`config.mk`:
```
export PLATFORM = sky130hd
export DESIGN_NAME = tone_arbiter
export DESIGN_NICKNAME = d
export VERILOG_FILES = /design/src/rtl/fpgaudio_pkg.sv /design/src/rtl/tone_arb_timer.sv /design/src/rtl/tone_arbiter.sv
export SDC_FILE = /design/constraint.sdc
export NUM_CORES = 1
export LEC_CHECK = 0
export ABC_AREA = 1
export BUFFER_PORTS_ARGS = -buffer_cell sky130_fd_sc_hd__buf_2
export CAP_MARGIN = 20
export CORE_UTILIZATION = 55
export CTS_CLUSTER_SIZE = 40
export DETAILED_ROUTE_END_ITERATION = 7
export PLACE_DENSITY_LB_ADDON = 0.3
export SYNTH_ARGS = -nofsm -noshare
export SYNTH_HDL_FRONTEND = slang
export SYNTH_SLANG_ARGS = --single-unit
```
`constraint.sdc`:
```
create_clock -name clock -period 2.1 [get_ports clock]
set_input_delay 0.315 -clock clock [delete_from_list [all_inputs] [get_ports clock]]
set_output_delay 0.315 -clock clock [all_outputs]
set_load 0.02 [all_outputs]
```
`src/rtl/fpgaudio_pkg.sv`:
```
// Shared types and constants for the fpgaudio tone path: arbiter state encoding,
// grant one-hot codes, default note width and the silence code.
package fpgaudio_pkg;

    localparam int NOTE_W_DEF    = 4;
    localparam int NOTA_SILENCIO = 0;

    typedef enum logic [2:0] {
        ST_IDLE     = 3'd0,
        ST_PLAY_JOG = 3'd1,
        ST_PLAY_MEM = 3'd2,
        ST_CLICK    = 3'd3,
        ST_GAP      = 3'd4
    } arb_state_t;

    localparam logic [2:0] GNT_NONE  = 3'b000;
    localparam logic [2:0] GNT_JOG   = 3'b001;
    localparam logic [2:0] GNT_MEM   = 3'b010;
    localparam logic [2:0] GNT_METRO = 3'b100;

    // Counter width able to hold 0..max_val-1 (at least one bit).
    function automatic int cnt_width(input int max_val);
        return (max_val > 1) ? $clog2(max_val) : 1;
    endfunction

endpackage

```
`src/rtl/tone_arb_timer.sv`:
```
// Loadable up-counter with synchronous clear, count enable and a terminal-count
// flag that is high while the count equals MAX_COUNT-1.
module tone_arb_timer
    import fpgaudio_pkg::*;
#(
    parameter int MAX_COUNT = 4,
    localparam int W        = cnt_width(MAX_COUNT)
) (
    input  logic         clock,
    input  logic         reset,
    input  logic         clear,
    input  logic         load,
    input  logic [W-1:0] load_val,
    input  logic         en,
    output logic         tc
);

    logic [W-1:0] count;

    always_ff @(posedge clock or posedge reset) begin
        if (reset) begin
            count <= '0;
        end else if (clear) begin
            count <= '0;
        end else if (load) begin
            count <= load_val;
        end else if (en) begin
            count <= count + 1'b1;
        end
    end

    assign tc = (count == W'(MAX_COUNT - 1));

endmodule

```
`src/rtl/tone_arbiter.sv`:
```
// Fixed-priority arbiter (jog > mem > metronome) sharing one tone generator, with a
// silence gap between articulations and a timed click. Optional TONE_ARBITER_MUTE_EN.
module tone_arbiter
    import fpgaudio_pkg::*;
#(
    parameter int              NOTE_W       = NOTE_W_DEF,
    parameter int              GAP_CYCLES   = 500000,
    parameter int              CLICK_CYCLES = 2500000,
    parameter logic [NOTE_W-1:0] CLICK_NOTE = NOTE_W'(4'hF)
) (
    input  logic              clock,
    input  logic              reset,
    input  logic              enable,
`ifdef TONE_ARBITER_MUTE_EN
    input  logic              mudo,
`endif
    input  logic              req_jog,
    input  logic [NOTE_W-1:0] nota_jog,
    input  logic              req_mem,
    input  logic [NOTE_W-1:0] nota_mem,
    input  logic              pulso_metro,
    output logic              tone_en,
    output logic [NOTE_W-1:0] tone_sel,
    output logic [2:0]        grant,
    output logic              click_perdido,
    output logic [2:0]        db_estado
);

    arb_state_t        state, state_d;
    logic [NOTE_W-1:0] nota_reg;
    logic              click_pend, click_pend_d;
    logic              click_entry, discard;
    logic              gap_tc, click_tc, stale_tc;
    logic              tone_en_fsm;

    always_ff @(posedge clock or posedge reset) begin
        if (reset) begin
            state      <= ST_IDLE;
            nota_reg   <= NOTE_W'(NOTA_SILENCIO);
            click_pend <= 1'b0;
        end else begin
            state      <= state_d;
            click_pend <= click_pend_d;
            if (!enable) begin
                nota_reg <= NOTE_W'(NOTA_SILENCIO);
            end else if (state == ST_IDLE && state_d == ST_PLAY_JOG) begin
                nota_reg <= nota_jog;
            end else if (state == ST_IDLE && state_d == ST_PLAY_MEM) begin
                nota_reg <= nota_mem;
            end
        end
    end

    always_comb begin
        state_d = state;
        if (!enable) begin
            state_d = ST_IDLE;
        end else begin
            case (state)
                ST_IDLE: begin
                    if (req_jog)         state_d = ST_PLAY_JOG;
                    else if (req_mem)    state_d = ST_PLAY_MEM;
                    else if (click_pend) state_d = ST_CLICK;
                end
                ST_PLAY_JOG: begin
                    if (!req_jog || nota_jog != nota_reg) state_d = ST_GAP;
                end
                ST_PLAY_MEM: begin
                    if (req_jog || !req_mem || nota_mem != nota_reg) state_d = ST_GAP;
                end
                ST_CLICK: begin
                    if (req_jog || req_mem || click_tc) state_d = ST_GAP;
                end
                ST_GAP: begin
                    if (gap_tc) state_d = ST_IDLE;
                end
                default: state_d = ST_IDLE;
            endcase
        end
    end

    // A pulse coinciding with CLICK entry is absorbed by that click; a pulse
    // coinciding with a stale discard re-arms the pending click.
    always_comb begin
        click_entry  = (state != ST_CLICK) && (state_d == ST_CLICK);
        discard      = click_pend && stale_tc && !click_entry;
        click_pend_d = click_pend;
        if (!enable) begin
            click_pend_d = 1'b0;
        end else if (click_entry) begin
            click_pend_d = 1'b0;
        end else if (pulso_metro) begin
            click_pend_d = 1'b1;
        end else if (discard) begin
            click_pend_d = 1'b0;
        end
    end

    assign click_perdido = enable && discard;

    always_comb begin
        tone_en_fsm = 1'b0;
        tone_sel    = NOTE_W'(NOTA_SILENCIO);
        grant       = GNT_NONE;
        case (state)
            ST_PLAY_JOG: begin
                tone_en_fsm = 1'b1;
                tone_sel    = nota_reg;
                grant       = GNT_JOG;
            end
            ST_PLAY_MEM: begin
                tone_en_fsm = 1'b1;
                tone_sel    = nota_reg;
                grant       = GNT_MEM;
            end
            ST_CLICK: begin
                tone_en_fsm = 1'b1;
                tone_sel    = CLICK_NOTE;
                grant       = GNT_METRO;
            end
            default: ;
        endcase
    end

`ifdef TONE_ARBITER_MUTE_EN
    assign tone_en = tone_en_fsm && !mudo;
`else
    assign tone_en = tone_en_fsm;
`endif

    assign db_estado = state;

    tone_arb_timer #(.MAX_COUNT(GAP_CYCLES)) u_gap_timer (
        .clock    (clock),
        .reset    (reset),
        .clear    (!enable || state != ST_GAP),
        .load     (1'b0),
        .load_val ('0),
        .en       (state == ST_GAP),
        .tc       (gap_tc)
    );

    tone_arb_timer #(.MAX_COUNT(CLICK_CYCLES)) u_click_timer (
        .clock    (clock),
        .reset    (reset),
        .clear    (!enable || state != ST_CLICK),
        .load     (1'b0),
        .load_val ('0),
        .en       (state == ST_CLICK),
        .tc       (click_tc)
    );

    // Staleness restarts whenever the pending click is served, dropped or re-armed.
    tone_arb_timer #(.MAX_COUNT(CLICK_CYCLES)) u_stale_timer (
        .clock    (clock),
        .reset    (reset),
        .clear    (!enable || !click_pend || discard || click_entry),
        .load     (1'b0),
        .load_val ('0),
        .en       (click_pend),
        .tc       (stale_tc)
    );

endmodule

```
==> results.cfg, run 1 <==
[outcome]
outcome = finished with violations
violations = negative setup slack

[placement]
routabilityCongestion = 0.846
place_hpwl_mm = 5.93
dpl-instance-area_mm2 = 0.00433
dp.cells = 638
io_buffers = 25

[sta]
min_period_ns = 2.34
setup_violations = 5
fin_setup_tns_ns = -0.337
finalCritPeriodShare = 1.11
max_freq_ghz = 0.427
worst_pin_slew_ns = 0.658
finalHoldViolCount = 0
fin_skew_ns = 0.00972
slew_violations = 0
rsz0062_at_grt = true
slew_headroom = 0.560
layout_setup_ws_ns = -0.240

[clock_tree]
htreeDepth = 3
cts_tree = built
clk_latency_ns = 0.35
clk_pin_slew_ns = 0.08
clkSinkCount = 71
clockRootBuffer = clkbuf_8
cts_max_path_buffers = 2
cts_made_buffers = 9

[layout]
fin_util = 0.734
layout.cells.non_filler = 698
layout_common_cells = nand2_1, dfrtp_1, nor2_1, inv_1, buf_4
area_delta_synth_final_pct = 26.4
drive_above_1_share = 0.326
postLayoutCellArea_mm2 = 0.00510
reg.largest.list = u_click_timer.count x22, u_stale_timer.count x22, u_gap_timer.count x19
antennaDiodeCount = 0
nNetsFinal = 615
layout_commonest_cell = nand2_1

[route]
met1_length_mm = 4.29
first_pass_iters = 5
wl_met3_um = 460
wirelength_mm = 9.84
viasPerCell = 5.36
drc_errors = 0
ant_nets = 0
highest_layer = met4
drtIter0Drc = 236
wire_per_inst_um = 14.1
wl_met2_mm = 4.82
num_vias = 3743

[die]
die_area_mm2 = 0.00768
die_w_um = 87.6
num_rows = 30
core_area_mm2 = 0.00694
ios = 26
fp.dieH_um = 87.6
initial_core_util = 0.581

[yosys]
postSynthAreaPerCell_um2 = 7.86
synth_edf_count = 0
yosysSeqAreaShare = 0.440
synth-async-reset-ratio = 1.00
synth_cell_type_count = 35
ys.flop_type = dfrtp_1
syn-cell-area_mm2 = 0.00403
syn_nets = 530
synth_warnings = 0
ys_ff_latch = 71
netlist_instances = 513

[run]
cap_violations = 0

[global_routing]
grt_pass1_wl_mm = 15.1
grt_max_degree = 31
grt-ovfl-total = 0
grt_pass1_vias = 3472
grt_use_total = 0.254
antenna_found_initial = 0

[setup_path]
path_max_fanout = 4
cp.required_ns = 1.78
timing.reg2reg.setup_slack_ns = -0.05
r2r_start = u_click_timer.count[0]
max_stage_delay_ns = 0.43
cp-start-kind = register
arrival_ns = 2.03
ff2ff_path_depth = 16
critPathSlowestCell = dfrtp_1
end_kind = output port
timing.rr.end = click_pend
crit_chain = inv_2, nor3_4, nand4_1, nand3_4, nand2_4, nor3_4, nor2_2, inv_2, nor2_4, buf_6
critPathKind = reg2out

[hold_path]
hp-class = in2async

[power]
peakVddDrop_v = 0.000293
finalPower_uw = 3130
p_per_area_mw_per_mm2 = 614
p_leak_uw = 0.00222
==> stage by stage <==
step	setup slack [ns]	hold WS [ns]
global route	-0.315	0.105
global placement	0.0997	0.426
CTS	-0.213	0.0713
finish	-0.240	0.0456
detailed placement	0.0135	0.447
floorplan	0.107	0.432
==> synth_stat cells (2+ instances only) <==
cell type	instances	area, um^2
nor3_2	4	40.0
inv_1	63	236
inv_2	5	18.8
nor4_1	8	50.1
or2_2	2	12.5
o21ai_0	25	125
nor2_1	72	270
dfrtp_1	71	1780
o21a_1	3	22.5
nor3_1	18	90.1
a21oi_1	29	145
nand3_2	6	60.1
nor2_2	26	163
nor2_4	9	101
nand2_1	100	375
nand3_1	16	80.1
nand4_1	12	75.1
xnor2_1	3	26.3
a31oi_1	2	12.5
nand2_2	5	31.3
xor2_1	14	123
ha_1	3	37.5
buf_2	3	15.0
a31o_2	2	17.5
buf_6	2	22.5
==> critical path: cells and delay by family, from the launching register on <==
kind	cells	cell delay, ns
and+or+nand+nor	7	0.91
buffers and inverters	3	0.32
DFF	1	0.43
==> cells by family after synthesis <==
| group | after synthesis | share of synthesized area |
|---|---|---|
| simple gates | 282 | 0.348 |
| fa+ha+maj | 3 | 0.00931 |
| compound gates | 66 | 0.0890 |
| xor+xnor | 18 | 0.0409 |
| buf+inv | 73 | 0.0726 |
| flops | 71 | 0.440 |
==> metal layers <==
layer  global-route usage  vias to the layer above
met5                    0                        -
met2                0.428                      134
met4                0.136                        0
met3               0.0443                       30
li1                     -                     1820
met1                0.313                     1759
==> power breakdown <==
| part | switching, uW | leakage (uW) | internal (uW) |
|---|---|---|---|
| logic | 312 | 0.00113 | 196 |
| clock network | 546 | 0.000105 | 660 |
| registers | 29.9 | 0.000983 | 1390 |
==> worst max path at each step <==
| stage | from | to | slack, ns | cells past startpoint |
|---|---|---|---|---|
| finish | db_estado[0] | click_perdido | -0.24 | 10 |
| CTS | u_click_timer.count[1] | click_perdido | -0.21 | 12 |
| global placement | u_click_timer.count[0] | click_perdido | 0.1 | 12 |
| detailed placement | u_click_timer.count[0] | click_perdido | 0.01 | 12 |
| global route | db_estado[0] | click_perdido | -0.32 | 10 |
| floorplan | db_estado[0] | tone_sel[0] | 0.11 | 5 |
==> what timing repair did <==
item	in CTS	in global routing
gates resized for setup	10	50
setup buffers	29	26
endpoints found under the setup margin	1	32
endpoints found under the hold margin	0	0
pin swaps	10	28
hold buffers	0	0
==> final cells by class <==
class	instances	area [um^2]
Tap cell	96	120
Clock inverter	6	86.3
Inverter	68	259
Timing Repair Buffer	79	576
Sequential cell	71	1780
Multi-Input combinational cell	369	2150
Clock buffer	9	124
Fill cell	456	1840
Note: power is estimated with default switching activity, not from simulation.
==> run 2, diff against run 1 <==
- SKIP_LAST_GASP: unset -> 1
==> run 2 against run 1 <==
Against the previous run:
- the flow still finishes with violations (negative setup slack)
- utilization rose by 0.18 points
- flip-flop and latch count stayed put
- register-to-register slack worse by 0.11 ns
- via count increased by 3.7%
- clock power about the same
- clock skew increased by 0.0012 ns
- maximum frequency shrank 0.17%
- worst hold slack better by 0.011 ns
- routed wire length rose by 8.8%
- critical path depth increased by 2
- largest power group unchanged
- highest routed layer unchanged
==> results.cfg, run 2 (synthesis gave the netlist of run 1 again) <==
[outcome]
outcome = finished with violations
violations = negative setup slack

[layout]
layout.cells.non_filler = 703
drive_above_1_share = 0.331
antennaDiodeCount = 0
layout_commonest_cell = nand2_1
fin_util = 0.736
layout_common_cells = nand2_1, dfrtp_1, nor2_1, buf_4, inv_1
nNetsFinal = 620
reg.largest.list = u_click_timer.count x22, u_stale_timer.count x22, u_gap_timer.count x19
area_delta_synth_final_pct = 26.7

[sta]
min_period_ns = 2.34
max_freq_ghz = 0.427
worst_pin_slew_ns = 0.675
fin_skew_ns = 0.0109
slew_headroom = 0.549
rsz0062_at_grt = true
setup_violations = 7
finalCritPeriodShare = 1.12
fin_setup_tns_ns = -0.866
layout_setup_ws_ns = -0.244
slew_violations = 0
finalHoldViolCount = 0

[clock_tree]
htreeDepth = 3
cts_made_buffers = 9
clk_latency_ns = 0.35
clockRootBuffer = clkbuf_8
ctsHoldBuffers = 0
clkSinkCount = 71
clk_pin_slew_ns = 0.08
cts_tree = built
cts_max_path_buffers = 2

[power]
p_int_uw = 2250
p_leak_uw = 0.00224
peakVddDrop_v = 0.000290
finalPower_uw = 3140
switching_share = 0.283
clock_power_share = 0.381
seq_power_share = 0.453
power.net_switching_uw = 889
combPwrFrac = 0.166
p_per_area_mw_per_mm2 = 614

[global_routing]
grt_max_degree = 31
grt_pass1_vias = 3489
antenna_found_initial = 0
grt-ovfl-total = 0
grt_use_total = 0.253
grt_pass1_wl_mm = 15.1

[placement]
io_buffers = 25
dp.cells = 638
routabilityCongestion = 0.846
place_ws_ns = 0.0135
place_hpwl_mm = 5.93

[route]
first_pass_iters = 5
drtIter0Drc = 279
wire_per_inst_um = 15.2
drc_errors = 0
ant_nets = 0
wirelength_mm = 10.7
viasPerCell = 5.52
num_vias = 3882

[setup_path]
critPathKind = reg2out
path_max_fanout = 4
crit_path_start = nota_reg[0]
end_kind = output port
cp.required_ns = 1.78
ff2ff_path_depth = 17
cp-start-kind = register
arrival_ns = 2.03
r2r_start = u_click_timer.count[0]

[run]
cap_violations = 0

[die]
ios = 26
num_rows = 30
die_area_mm2 = 0.00768
fp.dieH_um = 87.6
core_area_mm2 = 0.00694
die_w_um = 87.6
initial_core_util = 0.581

[hold_path]
hp-class = in2async
[run 2: cell types whose count changed in the layout (fill, tap and decap cells not counted)]
cell | before | now
a21oi_4 | 1 | 0
inv_2 | 11 | 12
buf_4 | 46 | 56
nand2_4 | 2 | 3
nor2_2 | 35 | 34
o21ai_2 | 1 | 0
nor2_1 | 60 | 61
a21oi_2 | 1 | 2
o21ai_1 | 0 | 1
buf_6 | 8 | 3
inv_1 | 56 | 55
nand2_1 | 96 | 95
[run 2: power by group through the flow]
stage / Sequential [uW] / Combinational (uW) / Clock [uW]
4_1_cts: 1410 / 412 / 1200
5_1_grt: 1420 / 557 / 1270
2_1_floorplan: 1450 / 248 / 0
6_report: 1420 / 522 / 1200
3_5_place_dp: 1440 / 356 / 0
3_3_place_gp: 1440 / 348 / 0
[run 2: layout make-up]
type                            count  area, um^2
Tap cell                           96         120
Inverter                           68         259
Clock buffer                        9         124
Clock inverter                      6        86.3
Fill cell                         466        1830
Multi-Input combinational cell    369        2150
Timing Repair Buffer               84         594
Sequential cell                    71        1780
[run 2: stage by stage]
step                      hold WS (ns)  area, um^2
after floorplan                  0.432        4040
after global placement           0.426        4330
after detailed placement         0.447        4330
after CTS                       0.0713        4790
after global routing             0.103        5110
final                           0.0567        5110
[run 2: worst paths after layout]
| check | end | slack (ns) |
|---|---|---|
| worst max-delay path | click_perdido | -0.24 |
| min in group clock | click_pend | 0.22 |
| worst min register to register | u_gap_timer.count[0] | 0.48 |
| max in group asynchronous | u_click_timer.count[17] | 1.39 |
| worst min-delay path | nota_reg[1] | 0.06 |
| worst max register to register | click_pend | -0.16 |
[run 2: what timing repair did]
item	CTS	global route
resized for setup	8	47
buffers inserted	29	24
endpoints found under the setup margin	1	19
pin swaps	10	21
[run 2: critical path, stage by stage, from the launching register on]
cell     delay (ns)
dfrtp_1        0.41
inv_2          0.07
nand2_1        0.06
o21ai_0        0.08
nor2_1         0.22
nand4_1        0.18
nand3_4        0.11
nand2_4        0.06
nor3_4         0.17
nor2_2         0.06
inv_2          0.10
nor2_4         0.04
buf_6          0.12
[run 2: layer usage]
metal,global-route usage,share of wire,vias to the layer above
met5,0,0,-
met4,0.131,0.036,0
met3,0.0509,0.053,43
met2,0.430,0.49,169
met1,0.305,0.42,1834
li1,-,-,1836
==> run 3, diff against run 2 <==
==> constraint.sdc (replaced) <==
create_clock -name clock -period 2.1 [get_ports clock]
set_input_delay 0.105 -clock clock [delete_from_list [all_inputs] [get_ports clock]]
set_output_delay 0.105 -clock clock [all_outputs]
set_load 0.02 [all_outputs]
==> run 3 against run 2 <==
Against the previous run:
- the run still ends with negative setup slack left
- final cell count decreased by 4.7%
- non-clock buffer count decreased by 34
- utilization decreased by 4.9 points
- via count decreased by 9.0%
- total power decreased by 7.7%
- routed wire length decreased by 20%
- register-to-register slack improved by 0.19 ns
- highest routed layer unchanged
==> results.cfg, run 3 (synthesis gave the netlist of run 1 again) <==
[outcome]
outcome = finished with violations
violations = negative setup slack

[setup_path]
arrival_ns = 2.02
r2r_start = nota_reg[2]
crit_buf_inv = 2
crit_end = click_perdido
critical_path_depth = 10
timing.reg2reg.setup_slack_ns = 0.03
cp.required_ns = 2.00
crit_path_start = nota_reg[2]
timing.rr.end = nota_reg[1]
critPathSlowestCell = dfrtp_1
critPathKind = reg2out
end_kind = output port
crit_chain = xor2_1, nor2_1, nand4_1, nand3_2, nand2_2, nor3_2, nor2_2, inv_2, nor2_4, buf_6
cp-start-kind = register
path_max_fanout = 4
ff2ff_path_depth = 11
critical_path.top_delay_family = simple AND/OR/NAND/NOR gates
max_stage_delay_ns = 0.46

[hold_path]
hp-class = in2reg
hold_depth = 5

[clock_tree]
htreeDepth = 3
clk_latency_ns = 0.35
cts_tree = built
cts_max_path_buffers = 2
clkSinkCount = 71
clockRootBuffer = clkbuf_8
cts_made_buffers = 9
clk_pin_slew_ns = 0.08

[placement]
routabilityCongestion = 0.851
dpl-instance-area_mm2 = 0.00430
io_buffers = 25
place_hpwl_mm = 5.79

[run]
cap_violations = 0

[route]
wirelength_mm = 8.60
drtIter0Drc = 170
ant_nets = 0
first_pass_iters = 6
num_vias = 3531
viasPerCell = 5.27
drc_errors = 0
wire_per_inst_um = 12.8

[die]
die_w_um = 87.6
die_area_mm2 = 0.00768
num_rows = 30
fp.dieH_um = 87.6
ios = 26
core_area_mm2 = 0.00694
initial_core_util = 0.581

[sta]
slew_headroom = 0.750
finalHoldViolCount = 0
worst_pin_slew_ns = 0.375
max_freq_ghz = 0.470
rsz0062_at_grt = true
setup_violations = 1
slew_violations = 0
finalCritPeriodShare = 1.01
fin_setup_tns_ns = -0.0298
min_period_ns = 2.13
layout_setup_ws_ns = -0.0298
fin_skew_ns = 0.0122

[layout]
fill_cells = 547
drive_above_1_share = 0.246
reg.largest.list = u_click_timer.count x22, u_stale_timer.count x22, u_gap_timer.count x19
seqCellArea_mm2 = 0.00178
layout_commonest_cell = nand2_1
postLayoutCellArea_mm2 = 0.00477
layout_common_cells = nand2_1, dfrtp_1, nor2_1, inv_1, a21oi_1
area_delta_synth_final_pct = 18.2
multi_input_area_mm2 = 0.00208
antennaDiodeCount = 0
nNetsFinal = 586

[global_routing]
antenna_found_initial = 0
grt_pass1_wl_mm = 14.3
grt_max_degree = 72
grt_pass1_vias = 3319
grt-ovfl-total = 0
grt_use_total = 0.238

[power]
peakVddDrop_v = 0.000290
p_per_area_mw_per_mm2 = 607
p_leak_uw = 0.00209
-- run 3: cell types whose count changed in the layout (fill, tap and decap cells not counted), sizes merged --
cell | previous run | this run
buf | 84 | 48
clkbuf | 9 | 11
dlygate4sd3 | 0 | 2
bufinv | 2 | 1
clkinv | 3 | 2
inv | 67 | 68
-- run 3: routing by layer --
| metal | global-route usage | routed length (um) |
|---|---|---|
| met1 | 0.296 | 3750 |
| met2 | 0.409 | 4350 |
| met3 | 0.0349 | 337 |
| met4 | 0.112 | 166 |
| met5 | 0 | 0 |
-- run 3: per-stage QoR --
step | setup slack (ns) | utilization | hold WS, ns | total power [uW] | std cells
6_report | -0.0298 | 0.687 | 0.0621 | 2900 | 670
2_1_floorplan | 0.168 | - | 0.249 | 1690 | 513
4_1_cts | -0.0423 | 0.671 | 0.0549 | 2900 | 666
3_3_place_gp | 0.163 | 0.620 | 0.209 | 1790 | 634
3_5_place_dp | 0.104 | 0.620 | 0.219 | 1800 | 634
5_1_grt | -0.140 | 0.687 | 0.0846 | 3020 | 670
-- run 3: how the worst min path moves through the flow --
stage	from	end	slack (ns)
detailed placement	reset	u_gap_timer.count[10]	0.22
floorplan	pulso_metro	click_pend	0.25
global placement	reset	u_gap_timer.count[10]	0.21
global route	nota_jog[0]	nota_reg[0]	0.08
CTS	nota_jog[0]	nota_reg[0]	0.05
finish	nota_jog[0]	nota_reg[0]	0.06
-- run 3: area by class of cell --
type	count	area share
clock buffer	11	0.0275
sequential	71	0.373
timing repair buffer	50	0.0732
inverter	68	0.0535
multi-input combinational	369	0.435
clock inverter	5	0.0123
tap	96	0.0252
-- run 3: worst min-delay path: cells and delay by family --
family | cells | cell delay, ns
buffers and inverters | 1 | 0.09
and+or+nand+nor | 4 | 0.19
-- run 3: what timing repair did --
item,CTS,global route
hold buffers,2,0
setup buffers,14,4
endpoints found under the setup margin,1,8
pin swaps,5,11
endpoints found under the hold margin,72,0
resized for setup,9,18
-- run 3: report_power, final --
part	leakage [uW]	switching [uW]	internal, uW
clock network	0.0000895	521	550
registers	0.000986	31.4	1390
logic	0.00102	263	143
